**src/rtl/mc_pkg.sv**
```systemverilog
// mc_pkg: opcodes, state codes and field widths shared by the multicycle control unit.
package mc_pkg;
  localparam int STATE_W = 5;
  localparam int FN_W = 3;
  localparam logic [3:0] OP_NOP = 4'h0;
  localparam logic [3:0] OP_ALU = 4'h1;
  localparam logic [3:0] OP_LOAD = 4'h2;
  localparam logic [3:0] OP_STORE = 4'h3;
  localparam logic [3:0] OP_BR = 4'h4;
  localparam logic [3:0] OP_JMP = 4'h5;
  localparam logic [3:0] OP_HALT = 4'hF;
  localparam logic [STATE_W-1:0] S_FETCH = 5'd0;
  localparam logic [STATE_W-1:0] S_FWAIT = 5'd1;
  localparam logic [STATE_W-1:0] S_DECODE = 5'd2;
  localparam logic [STATE_W-1:0] S_EXEC = 5'd3;
  localparam logic [STATE_W-1:0] S_WB = 5'd4;
  localparam logic [STATE_W-1:0] S_MADDR = 5'd5;
  localparam logic [STATE_W-1:0] S_MRD = 5'd6;
  localparam logic [STATE_W-1:0] S_WBM = 5'd7;
  localparam logic [STATE_W-1:0] S_MWR = 5'd8;
  localparam logic [STATE_W-1:0] S_BRANCH = 5'd9;
  localparam logic [STATE_W-1:0] S_STEP = 5'd10;
  localparam logic [STATE_W-1:0] S_HALT = 5'd11;
endpackage

```
**src/rtl/mc_control_unit_if.sv**
```systemverilog
// mc_control_unit_if: control unit <-> datapath/memory/debug signal bundle.
interface mc_control_unit_if
  import mc_pkg::*;
#(parameter int IR_W = 16, parameter int CNT_W = 16);
  logic [IR_W-1:0] ir;
  logic flag, mem_ack, step_en, step_go;
  logic ld_mar, ld_ir, ld_pc, ld_mdr, ld_reg, pc_inc;
  logic t_pc, t_reg, t_alu, t_mdr, t_label;
  logic mem_read, mem_write;
  logic [FN_W-1:0] fn_sel;
  logic [STATE_W-1:0] state;
  logic halted, illegal, bus_err;
  logic [CNT_W-1:0] instr_count;
  modport master (
    input ir, flag, mem_ack, step_en, step_go,
    output ld_mar, ld_ir, ld_pc, ld_mdr, ld_reg, pc_inc, t_pc, t_reg, t_alu, t_mdr, t_label,
    output mem_read, mem_write, fn_sel, state, halted, illegal, bus_err, instr_count
  );
  modport slave (
    output ir, flag, mem_ack, step_en, step_go,
    input ld_mar, ld_ir, ld_pc, ld_mdr, ld_reg, pc_inc, t_pc, t_reg, t_alu, t_mdr, t_label,
    input mem_read, mem_write, fn_sel, state, halted, illegal, bus_err, instr_count
  );
endinterface

```
**src/rtl/mc_wait_timer.sv**
```systemverilog
// mc_wait_timer: counts memory wait cycles; expired flags the last permitted wait cycle.
module mc_wait_timer #(parameter int MEM_TIMEOUT = 15) (
  input  logic Clk,
  input  logic Reset,
  input  logic clr,
  input  logic en,
  output logic expired
);
  localparam int W = $clog2(MEM_TIMEOUT + 1);
  logic [W-1:0] cnt_q, cnt_d;
  always_comb cnt_d = clr ? '0 : en ? cnt_q + W'(1) : cnt_q;
  always_ff @(posedge Clk) cnt_q <= !Reset ? '0 : cnt_d;
  assign expired = en && cnt_q == W'(MEM_TIMEOUT - 1);
endmodule

```
**src/rtl/mc_control_unit.sv**
```systemverilog
// mc_control_unit: multicycle CPU sequencer with memory-wait timeout, single-step and retire counter.
module mc_control_unit
  import mc_pkg::*;
#(parameter int IR_W = 16, parameter int CNT_W = 16, parameter int MEM_TIMEOUT = 15) (
  input logic Clk,
  input logic Reset,
  mc_control_unit_if.master bus
);
  logic [STATE_W-1:0] state_q, state_d;
  logic [CNT_W-1:0] cnt_q, cnt_d;
  logic illegal_q, illegal_d, bus_err_q, bus_err_d;
  logic [3:0] op;
  logic in_wait, expired, timeout, retire, take, fetch_ack;
  assign op = bus.ir[IR_W-1 -: 4];
  assign in_wait = state_q == S_FWAIT || state_q == S_MRD || state_q == S_MWR;
  assign timeout = expired && !bus.mem_ack;
  assign take = op == OP_JMP || bus.flag;
  assign fetch_ack = state_q == S_FWAIT && bus.mem_ack;
  mc_wait_timer #(.MEM_TIMEOUT(MEM_TIMEOUT)) u_timer (
    .Clk(Clk), .Reset(Reset), .clr(!in_wait), .en(in_wait), .expired(expired)
  );
  always_comb begin
    state_d = state_q;
    retire = 1'b0;
    illegal_d = illegal_q;
    case (state_q)
      S_FETCH: state_d = S_FWAIT;
      S_FWAIT: state_d = bus.mem_ack ? S_DECODE : timeout ? S_HALT : S_FWAIT;
      S_DECODE:
        case (op)
          OP_NOP: retire = 1'b1;
          OP_ALU: state_d = S_EXEC;
          OP_LOAD, OP_STORE: state_d = S_MADDR;
          OP_BR, OP_JMP: state_d = S_BRANCH;
          OP_HALT: state_d = S_HALT;
          default: begin
            state_d = S_HALT;
            illegal_d = 1'b1;
          end
        endcase
      S_EXEC: state_d = S_WB;
      S_WB, S_WBM, S_BRANCH: retire = 1'b1;
      S_MADDR: state_d = op == OP_LOAD ? S_MRD : S_MWR;
      S_MRD: state_d = bus.mem_ack ? S_WBM : timeout ? S_HALT : S_MRD;
      S_MWR: begin
        retire = bus.mem_ack;
        state_d = timeout ? S_HALT : S_MWR;
      end
      S_STEP: state_d = (bus.step_go || !bus.step_en) ? S_FETCH : S_STEP;
      S_HALT: state_d = S_HALT;
      default: state_d = S_FETCH;
    endcase
    if (retire) state_d = bus.step_en ? S_STEP : S_FETCH;
    // timeout is already gated to wait states and loses to a same-cycle ack
    bus_err_d = bus_err_q | timeout;
    cnt_d = cnt_q + CNT_W'(retire);
  end
  always_ff @(posedge Clk) begin
    if (!Reset) begin
      state_q <= S_FETCH;
      cnt_q <= '0;
      illegal_q <= 1'b0;
      bus_err_q <= 1'b0;
    end else begin
      state_q <= state_d;
      cnt_q <= cnt_d;
      illegal_q <= illegal_d;
      bus_err_q <= bus_err_d;
    end
  end
  assign bus.ld_mar = state_q == S_FETCH || state_q == S_MADDR;
  assign bus.ld_ir = fetch_ack;
  assign bus.pc_inc = fetch_ack;
  assign bus.ld_pc = fetch_ack || (state_q == S_BRANCH && take);
  assign bus.ld_mdr = state_q == S_MRD && bus.mem_ack;
  assign bus.ld_reg = state_q == S_WB || state_q == S_WBM;
  assign bus.t_pc = state_q == S_FETCH;
  assign bus.t_reg = state_q == S_EXEC || state_q == S_MADDR || state_q == S_MWR;
  assign bus.t_alu = state_q == S_WB;
  assign bus.t_mdr = state_q == S_WBM;
  assign bus.t_label = state_q == S_BRANCH && take;
  assign bus.mem_read = state_q == S_FWAIT || state_q == S_MRD;
  assign bus.mem_write = state_q == S_MWR;
  assign bus.fn_sel = (state_q == S_EXEC || state_q == S_WB) ? bus.ir[2:0] : '0;
  assign bus.state = state_q;
  assign bus.halted = state_q == S_HALT;
  assign bus.illegal = illegal_q;
  assign bus.bus_err = bus_err_q;
  assign bus.instr_count = cnt_q;
endmodule

```
**src/flat_wrapper.sv**
```systemverilog
// flat-port wrapper written by rule: the top's interface ports become plain ports
module mc_control_unit_flat import mc_pkg::*;
#(parameter int IR_W = 16, parameter int CNT_W = 16, parameter int MEM_TIMEOUT = 15)
  (Clk, Reset, bus_ir, bus_flag, bus_mem_ack, bus_step_en, bus_step_go, bus_ld_mar, bus_ld_ir, bus_ld_pc, bus_ld_mdr, bus_ld_reg, bus_pc_inc, bus_t_pc, bus_t_reg, bus_t_alu, bus_t_mdr, bus_t_label, bus_mem_read, bus_mem_write, bus_fn_sel, bus_state, bus_halted, bus_illegal, bus_bus_err, bus_instr_count);
  mc_control_unit_if #(.IR_W(IR_W), .CNT_W(CNT_W)) bus_i ();
  input logic Clk;
  input logic Reset;
  input wire logic [$bits(bus_i.ir)-1:0] bus_ir;
  input wire logic [$bits(bus_i.flag)-1:0] bus_flag;
  input wire logic [$bits(bus_i.mem_ack)-1:0] bus_mem_ack;
  input wire logic [$bits(bus_i.step_en)-1:0] bus_step_en;
  input wire logic [$bits(bus_i.step_go)-1:0] bus_step_go;
  output wire logic [$bits(bus_i.ld_mar)-1:0] bus_ld_mar;
  output wire logic [$bits(bus_i.ld_ir)-1:0] bus_ld_ir;
  output wire logic [$bits(bus_i.ld_pc)-1:0] bus_ld_pc;
  output wire logic [$bits(bus_i.ld_mdr)-1:0] bus_ld_mdr;
  output wire logic [$bits(bus_i.ld_reg)-1:0] bus_ld_reg;
  output wire logic [$bits(bus_i.pc_inc)-1:0] bus_pc_inc;
  output wire logic [$bits(bus_i.t_pc)-1:0] bus_t_pc;
  output wire logic [$bits(bus_i.t_reg)-1:0] bus_t_reg;
  output wire logic [$bits(bus_i.t_alu)-1:0] bus_t_alu;
  output wire logic [$bits(bus_i.t_mdr)-1:0] bus_t_mdr;
  output wire logic [$bits(bus_i.t_label)-1:0] bus_t_label;
  output wire logic [$bits(bus_i.mem_read)-1:0] bus_mem_read;
  output wire logic [$bits(bus_i.mem_write)-1:0] bus_mem_write;
  output wire logic [$bits(bus_i.fn_sel)-1:0] bus_fn_sel;
  output wire logic [$bits(bus_i.state)-1:0] bus_state;
  output wire logic [$bits(bus_i.halted)-1:0] bus_halted;
  output wire logic [$bits(bus_i.illegal)-1:0] bus_illegal;
  output wire logic [$bits(bus_i.bus_err)-1:0] bus_bus_err;
  output wire logic [$bits(bus_i.instr_count)-1:0] bus_instr_count;
  assign bus_i.ir = bus_ir;
  assign bus_i.flag = bus_flag;
  assign bus_i.mem_ack = bus_mem_ack;
  assign bus_i.step_en = bus_step_en;
  assign bus_i.step_go = bus_step_go;
  assign bus_ld_mar = bus_i.ld_mar;
  assign bus_ld_ir = bus_i.ld_ir;
  assign bus_ld_pc = bus_i.ld_pc;
  assign bus_ld_mdr = bus_i.ld_mdr;
  assign bus_ld_reg = bus_i.ld_reg;
  assign bus_pc_inc = bus_i.pc_inc;
  assign bus_t_pc = bus_i.t_pc;
  assign bus_t_reg = bus_i.t_reg;
  assign bus_t_alu = bus_i.t_alu;
  assign bus_t_mdr = bus_i.t_mdr;
  assign bus_t_label = bus_i.t_label;
  assign bus_mem_read = bus_i.mem_read;
  assign bus_mem_write = bus_i.mem_write;
  assign bus_fn_sel = bus_i.fn_sel;
  assign bus_state = bus_i.state;
  assign bus_halted = bus_i.halted;
  assign bus_illegal = bus_i.illegal;
  assign bus_bus_err = bus_i.bus_err;
  assign bus_instr_count = bus_i.instr_count;
  mc_control_unit #(.IR_W(IR_W), .CNT_W(CNT_W), .MEM_TIMEOUT(MEM_TIMEOUT)) u_core (.Clk(Clk), .Reset(Reset), .bus(bus_i));
endmodule
```
**config.mk**
```make
export PLATFORM = sky130hd
export DESIGN_NAME = mc_control_unit_flat
export DESIGN_NICKNAME = d
export VERILOG_FILES = /design/src/rtl/mc_pkg.sv /design/src/rtl/mc_control_unit_if.sv /design/src/rtl/mc_wait_timer.sv /design/src/rtl/mc_control_unit.sv /design/src/flat_wrapper.sv
export SDC_FILE = /design/constraint.sdc
export NUM_CORES = 1
export LEC_CHECK = 0
export CORE_UTILIZATION = 40
export CTS_CLUSTER_SIZE = 10
export DETAILED_ROUTE_END_ITERATION = 8
export PLACE_DENSITY = 0.81
export SYNTH_ARGS = -nofsm -noshare
export SYNTH_HDL_FRONTEND = slang
export SYNTH_SLANG_ARGS = --single-unit
```
**constraint.sdc**
```tcl
create_clock -name Clk -period 2.1 [get_ports Clk]
set_input_delay 0.21 -clock Clk [delete_from_list [all_inputs] [get_ports Clk]]
set_output_delay 0.21 -clock Clk [all_outputs]
set_load 0.02 [all_outputs]
```
# Yosys cells after proc, flatten, opt, wreduce, memory -nomap -nowiden
# Cells that the tools add are included.
[totals] reg_bits=27 inputBits=22 output_inout_bits=40
[classes] add_sub_neg=2 n_eq_ne=20 n_bitwise=2 reduce_logical=26 muxes=14
[ops] operator="5-bit case mux with 10 select lines" n=1
[ops] operator="5-bit by 3-bit == test with 1-bit output, second input constant" n=4
[ops] operator="5-bit by 4-bit == test with 1-bit output, second input constant" n=4
[ops] operator="4-bit two-way mux" n=5
[ops] operator="5-bit case mux with 4 select lines" n=1
[ops] operator="16-bit by 1-bit adder with 16-bit output" n=1
[ops] operator="5-bit two-way mux" n=3
[ops] operator="5-bit by 2-bit == test with 1-bit output, second input constant" n=2
[ops] operator="1-bit logical OR" n=10
[ops] operator="4-bit by 2-bit == test with 1-bit output, second input constant" n=2
[ops] operator="4-bit by 3-bit == test with 1-bit output, second input constant" n=2
[ops] operator="4-bit == test, second input constant" n=2
[ops] operator="7-bit OR reduction" n=1
[ops] operator="2-bit AND reduction" n=3
[ops] operator="5-bit by 1-bit == test with 1-bit output, second input constant" n=1
[ops] operator="1-bit logical AND" n=5
[ops] operator="5-bit logical NOT" n=1
[ops] operator="4-bit by 1-bit adder with 4-bit output, second input constant" n=1
[ops] operator="4-bit by 1-bit == test with 1-bit output, second input constant" n=1
[ops] operator="4-bit logical NOT" n=1
[ops] operator="2-bit OR reduction" n=2
[ops] operator="3-bit two-way mux" n=1
[ops] operator="3-bit by 2-bit inequality test with 1-bit output, second input constant" n=1
[ops] operator="1-bit case mux with 3 select lines" n=1
[ops] operator="other kinds (7)" n=8

# Depth between registers and ports, before layout
# Gate-level depths: netlist of the first run.
[logic_depth] ltp_word=9 mapped_depth=10 depth_no_buf=9

# Modules after synthesis
# Synthesis of the first run repeated with hierarchy kept, for this count alone.
[unflattened] cells_unflattened=200 area_unflattened_um2=1620.3
[modules_own_cells] mod="mc_control_unit" area_each_um2=1412.6 n_inst=1 seq_area_each_um2=440.4 cells_per_inst=179
[modules_own_cells] mod="mc_wait_timer" area_each_um2=207.7 n_inst=1 seq_area_each_um2=80.1 cells_per_inst=21

# Worst setup path after synthesis of the first run
# OpenSTA, ideal clock, no wires.
[synth_path] path_kind="reg-to-reg" start="reg u_core.state_q[0] (netlist: u_core.bus.state[0])" end="reg u_core.cnt_q[12] (netlist: u_core.bus.instr_count[12])" n_path_buf=1 setup_slack_ns=-0.167 stages_incl_launch_ff=10 synth_period_minus_slack_ns=2.267 setup_time_ns=0.070 t_arrival_ns=2.197 path_cell_list="dfxtp_1 > buf_6 > and4b_1 > a31oi_1 > o21ai_0 > ha_1 > ha_1 > nand4_4 > or3_1 > a21boi_1"
[synth_via] elab_chain_cells=4
[synth_lines] element="from (decl)" line="mc_control_unit.sv:9" rtl="logic [STATE_W-1:0] state_q, state_d;"
[synth_lines] element="from (signal assigned)" line="mc_control_unit.sv:65" rtl="state_q <= state_d;"
[synth_lines] element="5-bit by 3-bit == test with 1-bit output"
[synth_lines] element="named net bus_t_mdr" line="flat_wrapper.sv:22" rtl="output wire logic [$bits(bus_i.t_mdr)-1:0] bus_t_mdr;"
[synth_lines] element="3-bit OR reduction" line="mc_control_unit.sv:26" rtl="case (state_q)"
[synth_lines] element="1-bit case mux with 3 select lines" line="mc_control_unit.sv:26"
[synth_lines] element="16-bit by 1-bit adder with 16-bit output" line="mc_control_unit.sv:56" rtl="cnt_d = cnt_q + CNT_W'(retire);"
[synth_lines] element="to (signal assigned)" line="mc_control_unit.sv:66" rtl="cnt_q <= cnt_d;"
[synth_lines] element="to (decl)" line="mc_control_unit.sv:10" rtl="logic [CNT_W-1:0] cnt_q, cnt_d;"
# The timed path passes the listed nets, and every way through them passes these cells.
# A chain may end at the register's enable or synchronous reset.

# Worst setup path in the final report of the first run
[layout_path] start="reg u_core.state_q[3] (netlist: u_core.bus.state[3])" end="out bus_ld_pc"
[layout_via] elab_chain_cells=3
[layout_lines] element="5-bit by 1-bit == test with 1-bit output / 5-bit by 4-bit == test with 1-bit output (equally long branches)" line="mc_control_unit.sv:18, mc_control_unit.sv:74"
[layout_lines] element="1-bit logical AND, on equally long branches" line="mc_control_unit.sv:18, mc_control_unit.sv:74"
[layout_lines] element="1-bit logical OR *" line="mc_control_unit.sv:74" rtl="assign bus.ld_pc = fetch_ack || (state_q == S_BRANCH && take);"
[layout_lines] element="to (decl)" line="flat_wrapper.sv:15" rtl="output wire logic [$bits(bus_i.ld_pc)-1:0] bus_ld_pc;"
# Every way passes the cells marked *; elsewhere a longest branch is shown, timed or not.

==> results.sh, run 1 <==
export IMPL_drt_total_wl_mm=4.22
export IMPL_drtIter0Drc=124
export IMPL_grt_pass1_wl_mm=6.80
export IMPL_slew_violations=0
export IMPL_dr_pass1_iters=4
export IMPL_crit_arrival_ps=1830
export IMPL_yosys_top_cells_area="dfxtp_1 32%, and2_1 6.1%, xnor2_1 4.8%, nor2_1 3.9%, nand2_1 3.4%"
export IMPL_root_buffer="clkbuf_8"
export IMPL_cts_max_path_buffers=2
export IMPL_grt_start_max_net_pins=17
export IMPL_clk_latency_ps=280
export IMPL_final_nets=295
export IMPL_p_clk_share_pct=15.3
export IMPL_p_per_area_nw_per_um2=874
export IMPL_clock_skew_ps=10.5
export IMPL_gp_congestion=0.894
export IMPL_yosysTopAreaCellShare_pct=31.8
export IMPL_viasPerCell=5.28
export IMPL_wl_met2_mm=2.07
export IMPL_top_layer="met4"
export IMPL_r2r_slack_ps=120
export IMPL_status="finished, final reports clean"
export IMPL_layout_cells_non_filler=316
export IMPL_tightest_slew_ps=563
export IMPL_synth_seq_area_share_pct=31.8
export IMPL_area_delta_synth_final_pct=49.3
export IMPL_core_area_um2=3800
export IMPL_crit_start="u_core.bus.state[3]"
export IMPL_async_flop_share_pct=0
export IMPL_swShare_pct=41.6
export IMPL_synth_cells=201
export IMPL_antenna_cells=0
export IMPL_io_pin_count=62
export IMPL_internal_power_mw=1.25
export IMPL_route_met3_wl_um=244
export IMPL_r2r_end="u_core.bus.instr_count[9]"
export IMPL_whs_endpoint="u_core.u_timer.cnt_q[0]"
export IMPL_htree_num_levels=1
export IMPL_min_path_cells=1
export IMPL_postCtsHoldBufs=0
export IMPL_antenna_found_initial=0
export IMPL_drtAntennaViolNets=0
export IMPL_hpwl_mm=3.14
export IMPL_routedWlPerCell_um=13.3
export IMPL_rsz0062_at_grt="yes"
export IMPL_max_freq_ghz=0.491
export IMPL_place_inst=308
export IMPL_io_buffers=51
export IMPL_yosysTopAreaCell="dfxtp_1"
export IMPL_synth_edf_count=0
export IMPL_synthDistinctLibCells=54
export IMPL_fp_dieArea_um2=4360
export IMPL_drive_gt1_share_pct=22.0
export IMPL_syn_num_nets=227
export IMPL_grt_pass1_vias=1537
export IMPL_ir_worst_vdd_uv=577
export IMPL_crit_type="flip-flop to output port"
export IMPL_crit_required_ps=1890
export IMPL_fin_tns_setup_ps=0
export IMPL_slew_headroom_pct=62.3
export IMPL_final_fill_count=338
export IMPL_final_hold_viol_count=0
export IMPL_ys_seq_elements=26
export IMPL_p_seq_share_pct=29.4
export IMPL_grtUsageTotal_pct=20.1
export IMPL_cts_clk_slew_worst_paths_ps=90
export IMPL_drc=0
export IMPL_synth_top_cells_by_count="26 x dfxtp_1, 17 x nor2_1, 16 x and2_1"
export IMPL_fin_crit_sh_pct=97.0
export IMPL_rows=22
export IMPL_ys_flop_type="dfxtp_1"
export IMPL_dr_total_vias=1670
export IMPL_overflow=0
export IMPL_r2r_cells=10
export IMPL_final_area_um2=2450
export IMPL_drv_cap=0
export IMPL_start_kind="flip-flop"
export IMPL_power_switching_mw=0.890
export IMPL_cp_end_kind="output port"
export IMPL_numClockSinks=26
export IMPL_ys_warnings_count=0
export IMPL_postPlaceCellArea_um2=2300
export IMPL_start_util_pct=43.1
export IMPL_cts_tree="done"
export IMPL_multi_input_area_um2=1090
export IMPL_cts_buffers=3
export IMPL_yosysMostFrequentCell="dfxtp_1"
export IMPL_die_h_um=66.0
export IMPL_wirelength_met1_mm=1.85
export IMPL_path_max_fanout=12
export IMPL_finalPower_mw=2.14
export IMPL_synth_area_um2=1640
export IMPL_finalSetupViolations=0
export IMPL_die_w_um=66.0
export IMPL_final_core_util_pct=64.4
export IMPL_p_leak_nw=1.06
export IMPL_min_path_type="flip-flop to flip-flop"
export IMPL_area_sequential_um2=528
export IMPL_comb_power_share_pct=55.3
export IMPL_avgSynthCellArea_um2=8.15
export IMPL_worstHoldStart="u_core.u_timer.cnt_q[0]"
export IMPL_reg2reg_from="u_core.bus.state[0]"
export IMPL_period_minus_slack_ps=2040
==> placed cells by master, fill, tap and decap left out, types with 2 or more instances in the layout <==
| cell | netlist | layout |
|---|---|---|
| a21boi_1 | 3 | 3 |
| inv_1 | 6 | 6 |
| or2_2 | 5 | 5 |
| a31oi_1 | 5 | 4 |
| nor2b_1 | 5 | 5 |
| buf_4 | 4 | 24 |
| dlymetal6s2s_1 | 0 | 2 |
| nand4_1 | 3 | 3 |
| a21oi_1 | 4 | 4 |
| dlygate4sd2_1 | 0 | 13 |
| xor2_1 | 4 | 4 |
| nor4_1 | 2 | 2 |
| o21a_1 | 2 | 2 |
| o21ai_1 | 3 | 3 |
| or3_1 | 3 | 3 |
| dfxtp_1 | 26 | 22 |
| nand3_1 | 9 | 9 |
| ha_4 | 0 | 2 |
| ha_1 | 4 | 2 |
| clkdlybuf4s50_1 | 0 | 36 |
| nor3_1 | 4 | 2 |
| nor2_1 | 17 | 17 |
| xnor2_1 | 9 | 9 |
| dfxtp_2 | 0 | 3 |
| nand2b_1 | 6 | 6 |
| and2_1 | 16 | 16 |
| nand2_1 | 15 | 13 |
| and3_1 | 3 | 3 |
| nor3_2 | 1 | 3 |
| clkbuf_8 | 0 | 4 |
| o21ai_0 | 8 | 7 |
==> routing by layer <==
metal / global-route usage (%) / vias to the layer above
met3: 5.34 / 7
li1: - / 826
met4: 5.32 / 0
met1: 26.1 / 787
met2: 32.7 / 50
met5: 0 / -
==> worst max path at each step <==
stage / to / slack (ps) / cells after the start
floorplan: u_core.bus.instr_count[12] / -7 / 9
global placement: u_core.bus.instr_count[14] / -190 / 9
detailed placement: u_core.bus.instr_count[14] / -280 / 9
CTS: u_core.bus.instr_count[14] / 5 / 8
global route: u_core.bus.instr_count[13] / -40 / 10
finish: bus_ld_pc / 60 / 6
==> repair_timing <==
| action | CTS | global route |
|---|---|---|
| setup endpoints to repair | 18 | 18 |
| pin swaps | 2 | 8 |
| gates resized for setup | 18 | 13 |
| setup buffers | 3 | 1 |
==> sequential cells by signal, indices dropped and copies added (netlist names) <==
signal / count
u_core.bus.instr_count: 16
u_core.bus.state: 4
u_core.u_timer.cnt_q: 4
u_core.bus.bus_err: 1
u_core.bus.illegal: 1
==> per-stage QoR <==
| stage | hold WS, ps | worst slack, ps |
|---|---|---|
| 5_1_grt | 499 | -44.0 |
| 6_report | 471 | 63.4 |
| 4_1_cts | 472 | 4.57 |
| 2_1_floorplan | 366 | -6.67 |
| 3_3_place_gp | 445 | -188 |
| 3_5_place_dp | 452 | -282 |
==> final cells by class <==
| class | count | area share, % |
|---|---|---|
| Sequential cell | 26 | 21.6 |
| Inverter | 6 | 0.920 |
| Timing Repair Buffer | 76 | 28.2 |
| Tap cell | 48 | 2.45 |
| Clock buffer | 4 | 2.25 |
| Multi-Input combinational cell | 156 | 44.6 |
==> cell families after synthesis <==
family / synth area share (%)
DFF: 31.8
AOI/OAI and AO/OA: 16.0
muxes: 0.611
buffers and inverters: 6.11
xor gates and xnor gates: 6.95
and+or+nand+nor: 35.3
other: 0.229
adders and majority gates: 3.05
==> critical path, stage by stage, from the launching register on <==
cell and delay (ps):
dfxtp_2 390, buf_4 210, inv_1 140, nand2_2 150, nor3_2 60, or2_2 280, dlygate4sd2_1 320
==> power groups by stage <==
stage	logic, mW	clock network [mW]	registers [mW]
after detailed placement	1.16	0	0.624
after CTS	1.12	0.333	0.620
after floorplan	0.663	0	0.659
final	1.18	0.328	0.629
after global placement	1.15	0	0.623
after global routing	1.27	0.354	0.641
(Power assumes the default switching activity.)
==> inputs of run 2 (changes only) <==
REMOVE_ABC_BUFFERS = 1   (was default)
==> results.sh, run 2 (synthesis results as in run 1) <==
export IMPL_status="finished, final reports clean"
export IMPL_die_h_um=66.0
export IMPL_area_delta_synth_final_pct=53.1
export IMPL_cp_cell_sequence="nor4b_4 -> a31oi_2 -> buf_4 -> buf_4 -> buf_4 -> buf_4 -> buf_4 -> buf_4 -> buf_4 -> o311ai_2 -> o21ai_1"
export IMPL_slew_violations=0
export IMPL_cts_buffers=3
export IMPL_layout_cells_non_filler=328
export IMPL_drive_gt1_share_pct=25.4
export IMPL_drtIter0Drc=93
export IMPL_place_inst=312
export IMPL_largest_reg_flops=16
export IMPL_comb_power_share_pct=54.6
export IMPL_drtAntennaViolNets=0
export IMPL_overflow=0
export IMPL_rows=22
export IMPL_cts_tree="done"
export IMPL_cp_end_kind="flip-flop"
export IMPL_cts_max_path_buffers=2
export IMPL_postPlaceCellArea_um2=2320
export IMPL_start_kind="flip-flop"
export IMPL_drt_total_wl_mm=4.18
export IMPL_grt_pass1_wl_mm=6.84
export IMPL_min_path_type="flip-flop to flip-flop"
export IMPL_rsz0062_at_grt="yes"
export IMPL_die_w_um=66.0
export IMPL_gp_congestion=0.870
export IMPL_numClockSinks=26
export IMPL_cpMaxStageDelayCell="dfxtp_2"
export IMPL_path_max_fanout=6
export IMPL_io_buffers=51
export IMPL_ir_worst_vdd_uv=764
export IMPL_swShare_pct=39.4
export IMPL_htree_num_levels=1
export IMPL_routedWlPerCell_um=12.7
export IMPL_viasPerCell=5.13
export IMPL_finalSetupViolations=0
export IMPL_cts_clk_slew_worst_paths_ps=100
export IMPL_clock_skew_ps=8.71
export IMPL_dr_pass1_iters=4
export IMPL_start_util_pct=43.1
export IMPL_max_freq_ghz=0.487
export IMPL_p_clk_share_pct=18.4
export IMPL_grt_start_max_net_pins=16
export IMPL_final_area_um2=2510
export IMPL_internal_power_mw=1.37
export IMPL_final_nets=307
export IMPL_setup_ws_ps=48.5
export IMPL_fp_dieArea_um2=4360
export IMPL_period_minus_slack_ps=2050
export IMPL_fin_crit_sh_pct=97.7
export IMPL_crit_top_cell="buf_4"
export IMPL_area_sequential_um2=524
export IMPL_max_stage_delay_ps=360
export IMPL_final_cell_mix="37 x buf_4, 35 x clkdlybuf4s50_1, 23 x dfxtp_1"
export IMPL_grt_pass1_vias=1551
export IMPL_timing_hold_ws_ps=472
export IMPL_root_buffer="clkbuf_8"
export IMPL_fin_tns_setup_ps=0
export IMPL_final_core_util_pct=66.0
export IMPL_p_per_area_nw_per_um2=899
export IMPL_crit_type="flip-flop to flip-flop"
export IMPL_drv_cap=0
export IMPL_final_common_cell="buf_4"
export IMPL_antenna_found_initial=0
export IMPL_grtUsageTotal_pct=20.1
export IMPL_final_fill_count=316
export IMPL_place_ws_ps=-278
export IMPL_drc=0
export IMPL_p_seq_share_pct=27.0
export IMPL_power_switching_mw=0.888
export IMPL_crit_required_ps=2260
export IMPL_crit_buf_inv=7
export IMPL_p_leak_nw=1.10
export IMPL_critical_path_top_delay_family="buffers and inverters"
export IMPL_antenna_cells=0
export IMPL_crit_arrival_ps=2210
export IMPL_multi_input_area_um2=1070
export IMPL_dr_total_vias=1683
export IMPL_core_area_um2=3800
export IMPL_io_pin_count=62
export IMPL_finalPower_mw=2.26
export IMPL_final_hold_viol_count=0
export IMPL_hpwl_mm=3.02
export IMPL_clk_latency_ps=270
-- run 2: changes by cell type in the layout (fill, tap and decap cells not counted), moves of 2 or more --
cell,delta
buf_4,+13
clkbuf_2,+3
dlygate4sd2_1,-2
ha_2,+2
ha_4,-2
-- run 2: worst paths after layout --
check / cells after the start / slack [ps] / start / to
min reg2reg: 1 / 470 / u_core.u_timer.cnt_q[0] / u_core.u_timer.cnt_q[0]
max reg2reg: 11 / 50 / u_core.bus.state[2] / u_core.bus.state[1]
max: 11 / 50 / u_core.bus.state[2] / u_core.bus.state[1]
min: 1 / 470 / u_core.u_timer.cnt_q[0] / u_core.u_timer.cnt_q[0]
-- run 2: power by group through the flow --
| stage | logic [mW] | registers, mW | clock network [mW] |
|---|---|---|---|
| floorplan | 0.530 | 0.708 | 0 |
| global placement | 1.18 | 0.605 | 0 |
| detailed placement | 1.19 | 0.608 | 0 |
| CTS | 1.19 | 0.599 | 0.424 |
| global route | 1.34 | 0.622 | 0.447 |
| finish | 1.23 | 0.610 | 0.414 |
-- run 2: layout make-up --
type,count,share of cell area (%)
well taps,48,2.39
multi-input cells,156,42.5
repair buffers,88,30.5
flip-flops and latches,26,20.9
clock inverters,1,1.20
clock buffers,3,1.65
inverters,6,0.898
-- run 2: routing by layer --
metal / vias up / track usage [%] / wire length, um
met5: - / 0 / 0
met4: 0 / 5.05 / 40
met3: 6 / 4.48 / 247
met2: 52 / 34.8 / 2120
met1: 781 / 25.1 / 1770
li1: 844 / - / -
-- run 2: timing repair --
action / in CTS / in global routing
pin swaps: 4 / 6
setup buffers: 12 / 0
setup endpoints to repair: 21 / 23
hold buffers: 0 / 0
gates resized for setup: 21 / 16
==> RTL change 1: new RTL, config.mk and constraints of run 1 <==
`STATE_W`: 5 -> 10.
--- a/src/rtl/mc_pkg.sv
+++ b/src/rtl/mc_pkg.sv
@@ -2,3 +2,3 @@
 package mc_pkg;
-  localparam int STATE_W = 5;
+  localparam int STATE_W = 10;
   localparam int FN_W = 3;
Interface: changed (resized bus_state); port bits go from 62 to 67. No check against the original RTL was run, so the function may have changed too.
==> RTL change 1 against run 1 <==
- first-iteration DRC count down 44%
- sequential cell count unchanged
- area after synthesis up 2.3%
- cell area up 1.3%
- routed wire length down 2.8%
- core utilization down 2.5 points
- power up 4.5%
- clock power up 27%
- worst setup slack better by 23 ps
- highest routed layer unchanged
==> RTL change 1: results (changes against run 1) <==
Max FFs per register: 16 (unchanged)
Unique masters post-synth: 54 (unchanged)
Top post-synthesis cells by count: dfxtp_1 (26), nor2_1 (17), and2_1 (16), nand2_1 (15)
Pre-CTS WS: -267.1 ps (+15.37 ps)
R2R depth: 8 (-2)
Status: completed
Initial drt markers: 70 (-44%)
GP Congestion: 0.8525 (-4.6%)
First-pass GRT wire length: 6.831 mm (+0.41%)
FMAX: 0.4967 GHz (+1.2%)
Largest cells by area after synthesis: dfxtp_1 (31%), and2_1 (6.0%), xnor2_1 (4.7%)
Clk_lat worst skew: 270 ps
H-tree Lvls: 1 (unchanged)
Largest net degree at the start of global routing: 19 (+2)
Worst-path fanout max: 16 (+4)
VDD IR max: 0.0005673 V (-1.7%)
DR pass1 iterations: 4 (unchanged)
Wirelength per Cell: 12.81 um (-4.0%)
Vias in the first global route: 1486 (-3.3%)
Ys flop type: dfxtp_1
Static leakage: 1.055 nW (-0.67%)
Final Skew: 6.450 ps (-4.002 ps)
DP HPWL: 3.154 mm (+0.60%)
Final net count: 297 (+0.68%)
Drt via density: 5.091 (-3.7%)
Seq/Total Area, Yosys: 31.04% (-0.71 points)
Async S/R FF share, synth: 0% (unchanged)
Crit Reg-Reg Endpoint: u_core.bus.instr_count[14]
Hold WC Path Type: flop to flop
Crit path to: bus_ld_reg
Share of cells above drive strength 1: 22.96% (+0.95 points)
Filler cell count: 355 (+5.0%)
All-Layer GR Usage: 19.85% (-0.28 points)
Setup crit start: u_core.bus.state[1]
Internal power: 0.001338 W (+7.1%)
CP arrival: 1800 ps (-30 ps)
## RTL change 1: cell count changes after synthesis, sizes merged
cell / before / now
buf: 9 / 14
## RTL change 1: final cells by class
class                           count  area share [%]
Clock buffer                        3           1.666
Sequential cell                    26           21.40
Multi-Input combinational cell    161           45.33
Timing Repair Buffer               73           26.96
Inverter                            6          0.9086
Clock inverter                      1           1.212
Tap cell                           50           2.524
## RTL change 1: logic make-up after synthesis
| family | Yosys count | share of synthesized area [%] |
|---|---|---|
| other | 1 | 0.2237 |
| DFF | 26 | 31.04 |
| muxes | 1 | 0.5970 |
| and+or+nand+nor | 99 | 34.48 |
| xor gates and xnor gates | 13 | 6.791 |
| buffers and inverters | 24 | 8.208 |
| adders and majority gates | 4 | 2.985 |
| AOI/OAI and AO/OA | 38 | 15.67 |
## RTL change 1: worst min path at each step
| stage | startpoint | endpoint | slack (ps) | cells past startpoint |
|---|---|---|---|---|
| 2_1_floorplan | Reset | u_core.bus.instr_count[15] | 370 | 2 |
| 3_3_place_gp | u_core.u_timer.cnt_q[0] | u_core.u_timer.cnt_q[0] | 440 | 1 |
| 3_5_place_dp | u_core.u_timer.cnt_q[0] | u_core.u_timer.cnt_q[0] | 470 | 1 |
| 4_1_cts | u_core.bus.instr_count[15] | u_core.bus.instr_count[15] | 490 | 2 |
| 5_1_grt | u_core.u_timer.cnt_q[0] | u_core.u_timer.cnt_q[0] | 510 | 1 |
| 6_report | u_core.bus.bus_err | u_core.bus.bus_err | 490 | 1 |
## RTL change 1: repair_timing
action                     in CTS  in global routing
pin swaps                       0                  1
setup buffers                   1                  2
gates resized for setup        23                 20
setup endpoints to repair      23                 19
## RTL change 1: critical path, cell delays in order (launching register included)
cell             delay, ps
dfxtp_4                390
buf_12                 140
and2b_2                260
and2_1                 190
or2_2                  270
clkdlybuf4s15_1        280
## RTL change 1: stage by stage
step | hold slack [ps] | cell area [um2] | cells
CTS | 492.2 | 2417 | 318
floorplan | 365.6 | 1704 | 211
finish | 487.3 | 2479 | 320
global route | 508.5 | 2479 | 320
global placement | 444.1 | 2317 | 313
detailed placement | 472.3 | 2317 | 313
## RTL change 1: routing by layer
metal	GRT usage (%)	wire length (um)	up-vias	part of all wire, %
li1	-	-	823	-
met1	25.68	1879	745	46
met2	34.09	1955	59	48
met3	3.938	253	2	6.2
met4	3.457	10	0	0.24
met5	0	0	-	0
## RTL change 1: power groups by stage
| stage | Clock [W] | Combinational, W | Sequential (W) |
|---|---|---|---|
| final | 0.000416 | 0.00119 | 0.000635 |
| after global routing | 0.000455 | 0.00129 | 0.000645 |
| after CTS | 0.000426 | 0.00115 | 0.000626 |
| after detailed placement | 0 | 0.00116 | 0.000629 |
| after global placement | 0 | 0.00115 | 0.000626 |
| after floorplan | 0 | 0.000678 | 0.000659 |
==> RTL change 2: new RTL, config.mk and constraints of run 1 <==
Made on the original files. Make the reset (`Reset`) asynchronous in one clocked block.
--- a/src/rtl/mc_control_unit.sv
+++ b/src/rtl/mc_control_unit.sv
@@ -57,3 +57,3 @@
   end
-  always_ff @(posedge Clk) begin
+  always_ff @(posedge Clk or negedge Reset) begin
     if (!Reset) begin
Check against the original RTL: differs if Reset is asserted again (counterexample within 4 cycles, from zero or initial values and one cycle with Reset low); with Reset held inactive, the same outputs for 10 cycles.
==> RTL change 2 against run 1 <==
- sequential cell count did not move
- power rose by 35%
- core utilization rose by 4.2 points
- clock power fell by 2%
- global-route usage rose by 1.6 points
- the run now ends with negative setup slack left
- largest power group unchanged
- worst setup slack got worse by 110 ps
- non-clock buffer count rose by 15
- cell area rose by 5.0%
- cell count rose by 1.3%
- first-iteration DRC count fell by 43%
- routed wire length rose by 3.5%
- area after synthesis fell by 2.4%
- largest cell class unchanged
==> RTL change 2: results (changes against run 1) <==
GP Congestion: 0.9763 (+9.2%)
Largest delay share family, worst path: compound AO/OA/AOI/OAI gates
Wirelength per Cell: 13.64 um (+2.2%)
Failing checks: negative setup slack
Post_cts resized: 25 (+7)
CP Capture Type: flop
Status: finished, violations left
Async S/R FF share, synth: 84.62% (+85 points)
Unique masters post-synth: 41 (-24%)
# Post-CTS Setup Buffers: 9 (+6)
DP HPWL: 3.189 mm (+1.7%)
Drt via density: 5.116 (-3.2%)
P_clk: 0.000320 W (-2%)
VDD IR max: 0.0006843 V (+19%)
Final net count: 299 (+1.4%)
Wire length on met3: 270 um (+11%)
Hold WC Path Type: input port to asynchronous set/reset pin
Sequential share of power: 26.3% (-3.1 points)
GR Util met2: 35.70% (+3.0 points)
R2R depth: 8 (-2)
Initial drt markers: 71 (-43%)
Top post-synthesis cells by count: nor2_1 (26), dfrtp_1 (22), nand2_1 (13), nand3_1 (12), xnor2_1 (11)
Met1 Wirelength: 1.891 mm (+2.1%)
Worst-path fanout max: 8 (-4)
Post-Syn Nets: 214 (-5.7%)
Placed cells: 306 (-0.65%)
Net Switching: 0.001227 W (+38%)
Grt met3 use: 4.340% (-1.0 points)
Final WS setup: -50.34 ps (-113.8 ps)
Final setup viols: 3 (+3)
Filler cell count: 312 (-7.7%)
Non-clock buffer share: 31.51% (+3.3 points)
M1 GR Usage: 29.27% (+3.2 points)
Crit Reg-Reg Endpoint: u_core.bus.instr_count[10]
Setup crit start: u_core.bus.state[2]
Static leakage: 1.254 nW (+18%)
Non-Filler Instances: 320 (+1.3%)
Pre-CTS WS: -124.9 ps (+157.6 ps)
Final Skew: 8.108 ps (-2.343 ps)
PD cells: 1121 nW/um2 (+28%)
Seq/Total Area, Yosys: 39.41% (+7.7 points)
ClkCell Share: 2.143% (-0.11 points)
Invs w/o clock: 10 (+4)
## RTL change 2: cell count changes in the layout (fill, tap and decap cells not counted), sizes merged, moves of 4 or more
cell and delta:
dfrtp +22, dfxtp -22, buf +15, and2 -12, nor2 +9, o21ai -6, or2 -5, a21oi +4
inv +4
## RTL change 2: how the worst min path moves through the flow
stage / startpoint / to / cells after the start
after floorplan: Reset / u_core.bus.bus_err / 0
after global placement: u_core.bus.bus_err / u_core.bus.bus_err / 1
after detailed placement: u_core.u_timer.cnt_q[0] / u_core.u_timer.cnt_q[0] / 1
after CTS: Reset / u_core.bus.state[0] / 2
after global routing: Reset / u_core.bus.instr_count[15] / 2
final: Reset / u_core.bus.instr_count[15] / 2
## RTL change 2: worst reg2reg max path, delay by kind of cell (launching register included)
kind	cells	cell delay, ps
AO/OA/AOI/OAI	2	620
flip-flops	1	510
AND/OR/NAND/NOR	3	420
adder cells (fa/ha/maj)	2	350
XOR/XNOR	1	140
## RTL change 2: cell families after synthesis
family / count (synthesis) / share of synthesized area [%]
AND/OR/NAND/NOR: 84 / 26.66
AO/OA/AOI/OAI: 34 / 14.31
flip-flops: 26 / 39.41
buffers and inverters: 21 / 6.412
XOR/XNOR: 18 / 9.851
adder cells (fa/ha/maj): 4 / 3.128
other: 1 / 0.2343
## RTL change 2: through the flow
| stage | hold slack [ps] | area (um2) | util (%) | setup TNS, ps |
|---|---|---|---|---|
| 3_3_place_gp | 444.1 | 2345 | 62.63 | -746.0 |
| 4_1_cts | 311.7 | 2502 | 66.84 | -44.83 |
| 6_report | 307.6 | 2569 | 68.62 | -82.19 |
| 5_1_grt | 330.7 | 2569 | 68.62 | -623.6 |
| 3_5_place_dp | 452.8 | 2345 | 62.63 | -944.5 |
| 2_1_floorplan | -85.59 | 1623 | - | 0 |
